--- src/rtl/riscv_pkg.sv ---
// Shared definitions for the multicycle RISC-V control unit:
// FSM states, opcodes, aluop and alucontrol encodings.
package riscv_pkg;

  typedef enum logic [3:0] {
    FETCH,
    DECODE,
    MEMADR,
    MEMREAD,
    MEMWB,
    MEMWRITE,
    EXECUTER,
    EXECUTEI,
    ALUWB,
    BEQ,
    JAL
  } state_t;

  localparam logic [6:0] OP_LW  = 7'b0000011;
  localparam logic [6:0] OP_SW  = 7'b0100011;
  localparam logic [6:0] OP_R   = 7'b0110011;
  localparam logic [6:0] OP_I   = 7'b0010011;
  localparam logic [6:0] OP_JAL = 7'b1101111;
  localparam logic [6:0] OP_BEQ = 7'b1100011;

  localparam logic [1:0] ALUOP_ADD = 2'b00;
  localparam logic [1:0] ALUOP_SUB = 2'b01;
  localparam logic [1:0] ALUOP_FN  = 2'b10;

  localparam logic [2:0] ALU_ADD = 3'b000;
  localparam logic [2:0] ALU_SUB = 3'b001;
  localparam logic [2:0] ALU_AND = 3'b010;
  localparam logic [2:0] ALU_OR  = 3'b011;
  localparam logic [2:0] ALU_XOR = 3'b100;
  localparam logic [2:0] ALU_SLT = 3'b101;
  localparam logic [2:0] ALU_SLL = 3'b110;
  localparam logic [2:0] ALU_SRL = 3'b111;

  localparam logic [1:0] IMM_I = 2'b00;
  localparam logic [1:0] IMM_S = 2'b01;
  localparam logic [1:0] IMM_B = 2'b10;
  localparam logic [1:0] IMM_J = 2'b11;

  typedef struct packed {
    logic       adrsrc;
    logic       memwrite;
    logic       irwrite;
    logic       regwrite;
    logic       branch;
    logic       pcupdate;
    logic [1:0] resultsrc;
    logic [1:0] alusrca;
    logic [1:0] alusrcb;
    logic [1:0] aluop;
  } ctrl_t;

endpackage

--- src/rtl/aludec.sv ---
// ALU operation decode from aluop, funct3 and the R-type subtract bit.
// Purely combinational.
module aludec
  import riscv_pkg::*;
(
  input  logic [1:0] aluop,
  input  logic [2:0] funct3,
  input  logic       op5,
  input  logic       funct7b5,
  output logic [2:0] alucontrol
);

  logic rsub;

  // only register-register ops may subtract; addi ignores bit 30
  assign rsub = op5 & funct7b5;

  always_comb begin
    alucontrol = ALU_ADD;
    case (aluop)
      ALUOP_ADD: alucontrol = ALU_ADD;
      ALUOP_SUB: alucontrol = ALU_SUB;
      ALUOP_FN: begin
        case (funct3)
          3'b000:  alucontrol = rsub ? ALU_SUB : ALU_ADD;
          3'b001:  alucontrol = ALU_SLL;
          3'b010:  alucontrol = ALU_SLT;
          3'b100:  alucontrol = ALU_XOR;
          3'b101:  alucontrol = ALU_SRL;
          3'b110:  alucontrol = ALU_OR;
          3'b111:  alucontrol = ALU_AND;
          default: alucontrol = ALU_ADD;
        endcase
      end
      default: alucontrol = ALU_ADD;
    endcase
  end

endmodule

--- src/rtl/mc_controller.sv ---
// Multicycle RISC-V controller: Moore main FSM, immediate decode,
// branch-qualified PC enable and ALU decode.
module mc_controller
  import riscv_pkg::*;
(
  input  logic       clk,
  input  logic       reset_n,
  input  logic [6:0] op,
  input  logic [2:0] funct3,
  input  logic       funct7b5,
  input  logic       zero,
  output logic       pcwrite,
  output logic       adrsrc,
  output logic       memwrite,
  output logic       irwrite,
  output logic [1:0] resultsrc,
  output logic [1:0] alusrca,
  output logic [1:0] alusrcb,
  output logic [1:0] immsrc,
  output logic       regwrite,
  output logic [2:0] alucontrol
);

  state_t state;
  state_t next;
  ctrl_t  c;

  logic is_lw;
  logic is_sw;
  logic is_r;
  logic is_i;
  logic is_jal;
  logic is_beq;

  assign is_lw  = (op == OP_LW);
  assign is_sw  = (op == OP_SW);
  assign is_r   = (op == OP_R);
  assign is_i   = (op == OP_I);
  assign is_jal = (op == OP_JAL);
  assign is_beq = (op == OP_BEQ);

  always_ff @(posedge clk or negedge reset_n) begin
    if (!reset_n) state <= FETCH;
    else          state <= next;
  end

  always_comb begin
    next = FETCH;
    case (state)
      FETCH: next = DECODE;
      DECODE: begin
        unique case (1'b1)
          is_lw, is_sw: next = MEMADR;
          is_r:         next = EXECUTER;
          is_i:         next = EXECUTEI;
          is_jal:       next = JAL;
          is_beq:       next = BEQ;
          default:      next = FETCH;
        endcase
      end
      MEMADR:   next = is_lw ? MEMREAD : MEMWRITE;
      MEMREAD:  next = MEMWB;
      EXECUTER: next = ALUWB;
      EXECUTEI: next = ALUWB;
      JAL:      next = ALUWB;
      default:  next = FETCH;
    endcase
  end

  always_comb begin
    c = '0;
    case (state)
      FETCH: begin
        c.irwrite   = 1'b1;
        c.alusrcb   = 2'b10;
        c.resultsrc = 2'b10;
        c.pcupdate  = 1'b1;
      end
      DECODE: begin
        c.alusrca = 2'b01;
        c.alusrcb = 2'b01;
      end
      MEMADR: begin
        c.alusrca = 2'b10;
        c.alusrcb = 2'b01;
      end
      MEMREAD: c.adrsrc = 1'b1;
      MEMWB: begin
        c.resultsrc = 2'b01;
        c.regwrite  = 1'b1;
      end
      MEMWRITE: begin
        c.adrsrc   = 1'b1;
        c.memwrite = 1'b1;
      end
      EXECUTER: begin
        c.alusrca = 2'b10;
        c.aluop   = ALUOP_FN;
      end
      EXECUTEI: begin
        c.alusrca = 2'b10;
        c.alusrcb = 2'b01;
        c.aluop   = ALUOP_FN;
      end
      ALUWB: c.regwrite = 1'b1;
      BEQ: begin
        c.alusrca = 2'b10;
        c.aluop   = ALUOP_SUB;
        c.branch  = 1'b1;
      end
      JAL: begin
        c.alusrca  = 2'b01;
        c.alusrcb  = 2'b10;
        c.pcupdate = 1'b1;
      end
      default: c = '0;
    endcase
  end

  always_comb begin
    unique case (1'b1)
      is_sw:   immsrc = IMM_S;
      is_beq:  immsrc = IMM_B;
      is_jal:  immsrc = IMM_J;
      default: immsrc = IMM_I;
    endcase
  end

  // reset_n gates the enables so nothing is written while held in reset
  assign pcwrite   = reset_n & (c.pcupdate | (c.branch & zero));
  assign irwrite   = reset_n & c.irwrite;
  assign regwrite  = reset_n & c.regwrite;
  assign memwrite  = reset_n & c.memwrite;
  assign adrsrc    = c.adrsrc;
  assign resultsrc = c.resultsrc;
  assign alusrca   = c.alusrca;
  assign alusrcb   = c.alusrcb;

  aludec u_aludec (
    .aluop      (c.aluop),
    .funct3     (funct3),
    .op5        (op[5]),
    .funct7b5   (funct7b5),
    .alucontrol (alucontrol)
  );

endmodule

--- config.mk ---
export PLATFORM = sky130hd
export DESIGN_NAME = mc_controller
export DESIGN_NICKNAME = d
export VERILOG_FILES = /design/src/rtl/riscv_pkg.sv /design/src/rtl/aludec.sv /design/src/rtl/mc_controller.sv
export SDC_FILE = /design/constraint.sdc
export NUM_CORES = 1
export LEC_CHECK = 0
export BUFFER_PORTS_ARGS = -buffer_cell sky130_fd_sc_hd__buf_4
export CAP_MARGIN = 10
export CORE_AREA = 2 2 39 41
export DETAILED_ROUTE_END_ITERATION = 10
export DIE_AREA = 0 0 41 43
export PLACE_DENSITY = 0.85
export SYNTH_ARGS = -nofsm -noshare
export SYNTH_HDL_FRONTEND = slang
export SYNTH_SLANG_ARGS = --single-unit
--- constraint.sdc ---
create_clock -name clk -period 2.8 [get_ports clk]
set_input_delay 0.84 -clock clk [delete_from_list [all_inputs] [get_ports clk]]
set_output_delay 0.84 -clock clk [all_outputs]
set_load 0.02 [all_outputs]
==> flow_summary.toml <==
[cells_and_area]
mostFrequentLayoutCell = "buf_4"
area_delta_synth_final_pct = 46.61
largest_reg_flops = 4
drive_above_1_share = 0.3604
nNetsFinal = 129
regMostFlops = "state"
diodes = 0
largest_registers = "state (4)"
mostFrequentLayoutCells = "33 x buf_4, 10 x nor2_1, 6 x a21oi_1"

[setup_path]
r2r_cells = 3
slowest_delay_ns = 0.48
critPathCapture = "alucontrol[0]"
crit_start = "state[1]$_DFF_PN0_"
worstPathRequired_ns = 1.96
r2r-end = "state[3]$_DFF_PN0_"
worstSetupStartpointType = "register"
cp-end-kind = "primary output"
crit_slowest_cell = "dfrtp_2"
timing.rr.start = "state[3]$_DFF_PN0_"
r2r_slack_ns = 1.39
crit_path_cell_trace = "nor2b_1, nand3_1, inv_1, ha_1, a21oi_1, a211oi_1, buf_4"
critPathArrivalTime_ns = 1.79
worstSetupPathType = "register to primary output"
crit_fanout = 12

[floorplanning]
die_w_um = 41
design.portCount = 30
die_y_um = 43
num_rows = 14
coreArea_mm2 = 0.001384
start_util = 0.4132
die_area_mm2 = 0.001763

[worst_hold_path]
hold_path.class = "input pin to async pin"

[synthesis]
synth_ff_type = "dfrtp_1"
synth_top_family_by_area = "simple AND/OR/NAND/NOR gates"
syn_area_um2 = 571.8
ys_warn_count = 0
synth_mux_area_frac = 0.01751
synthesis.nets = 96
yosys-top-cells-area = "dfrtp_1 18%, nor2_1 6.6%, nor3b_1 6.6%"
synth-simple-area-share = 0.4267
netlist.area_leader.share = 0.1751
synth_cell_types = 34
synth_xor_area_frac = 0.04595
synth_seq_cells = 4
synth_edf_count = 0
synth-async-reset-ratio = 1.000
netlist_instances = 80
synth_compound_area_frac = 0.2101
syn_avg_cell_area_um2 = 7.147
synth_fa_ha_area_frac = 0.04376
synth_area_leader_cell = "dfrtp_1"
ys_seq_area_frac = 0.1751

[route]
routed_via_density = 5.378
wl_um = 1537
ant_nets = 0
wl_per_cell_um = 12.10
initialDrtViolationCount = 9
vias = 683
route.detailed.drc = 0
drtPass1Iterations = 4

[clocking]
ctsLongestPathBuffers = 2
clockRootBuffer = "clkbuf_4"
cts_htree_levels = 1
path_clk_slew_ns = 0.04
clk_latency_ns = 0.23
clkSinkCount = 4
numCtsBuffers = 3
cts_setup_buffers = 0
cts_tree = "built"
cts_hold_buf = 0

[grt]
grt_pass1_wl_um = 2490
grt_usage = 0.1962
antenna_found_initial = 0
grt_max_degree = 15
first_global_vias = 645
overflow = 0

[placed_design]
pre_cts_ws_ns = 0.2628
io_buffers = 29
gp_congestion = 0.7457
hpwl_um = 1264

[sta]
setup_viol = 0
layout_min_cycle_time_ns = 2.629
drv_slew = 0
max_freq_mhz = 380.4
skew_ns = 0.0009686
period_share = 0.9388
holdWs_ns = 0.4071
hold_viol = 0
rsz0062_at_grt = "false"
slew_headroom = 0.7508
worst_slew_pin_slew_ns = 0.3737
fin_ws_ns = 0.1713
setup_tns_ns = 0

[outcome]
status = "complete, no violations"

[pwr]
leakagePower_nw = 0.3978
power_density_mw_per_mm2 = 526.9
peakVddDrop_v = 0.0003396

[flow_run]
cap_violations = 0
## worst min path at each step
stage	cells past startpoint	endpoint	slack (ns)	startpoint
4_1_cts	1	state[3]$_DFF_PN0_	0.40	reset_n
3_5_place_dp	1	state[2]$_DFF_PN0_	0.65	reset_n
3_3_place_gp	2	state[0]$_DFF_PN0_	0.62	state[0]$_DFF_PN0_
5_1_grt	1	state[3]$_DFF_PN0_	0.40	reset_n
2_1_floorplan	0	state[0]$_DFF_PN0_	0.54	reset_n
6_report	1	state[3]$_DFF_PN0_	0.41	reset_n
## cells by family (layout without fill, tap and decap cells)
group | count (synthesis) | in the layout
AND/OR/NAND/NOR | 43 | 43
AO/OA/AOI/OAI | 18 | 18
buffers and inverters | 9 | 40
flip-flops | 4 | 4
XOR/XNOR | 3 | 3
adder cells (fa/ha/maj) | 2 | 2
multiplexers | 1 | 1
## what timing repair did
action,in CTS,in global routing
resized for setup,0,1
endpoints found under the setup margin,0,1
hold endpoints to repair,0,0
## cells in the mapped netlist, drive strengths merged (2+ instances only)
cell type  instances
a21oi              6
and2               3
and3               3
and3b              2
buf                5
dfrtp              4
ha                 2
inv                4
nand2              4
nand2b             2
nor2              10
nor2b              4
nor3               3
nor3b              5
o21ai              4
xnor2              2
## through the flow
| stage | instances | instance area, µm² | util | power, W |
|---|---|---|---|---|
| 6_report | 127 | 838.3 | 0.6058 | 0.0004417 |
| 3_3_place_gp | 124 | 814.5 | 0.5886 | 0.0003609 |
| 3_5_place_dp | 124 | 814.5 | 0.5886 | 0.0003713 |
| 5_1_grt | 127 | 838.3 | 0.6058 | 0.0004773 |
| 2_1_floorplan | 80 | 578.1 | - | 0.0002490 |
| 4_1_cts | 127 | 837.1 | 0.6049 | 0.0004439 |
## layer usage
metal  vias to the layer above  track usage  share of wire
met2                        22       0.3406           0.51
met5                         -            0              0
met1                       314       0.2395           0.44
met4                         0      0.04000              0
li1                        347            -              -
met3                         0      0.03141          0.057
## final cells by class
| class | instances | area (µm²) |
|---|---|---|
| inverters | 4 | 15.01 |
| clock buffers | 3 | 22.52 |
| repair buffers | 33 | 247.7 |
| flip-flops and latches | 4 | 101.3 |
| well taps | 16 | 20.02 |
| fillers | 135 | 545.5 |
| multi-input cells | 67 | 431.7 |
## power by group
part | switching [W] | internal (W)
clock | 0.0000223 | 0.0000479
sequential | 0.00000795 | 0.0000671
combinational | 0.000163 | 0.000134
total | 0.000193 | 0.000249
## critical path, delay by kind of cell (launching register included)
kind	cells	cell delay [ns]
flops	1	0.48
compound gates	2	0.32
simple gates	2	0.31
buf+inv	2	0.27
fa+ha+maj	1	0.18
(Power assumes the default switching activity.)
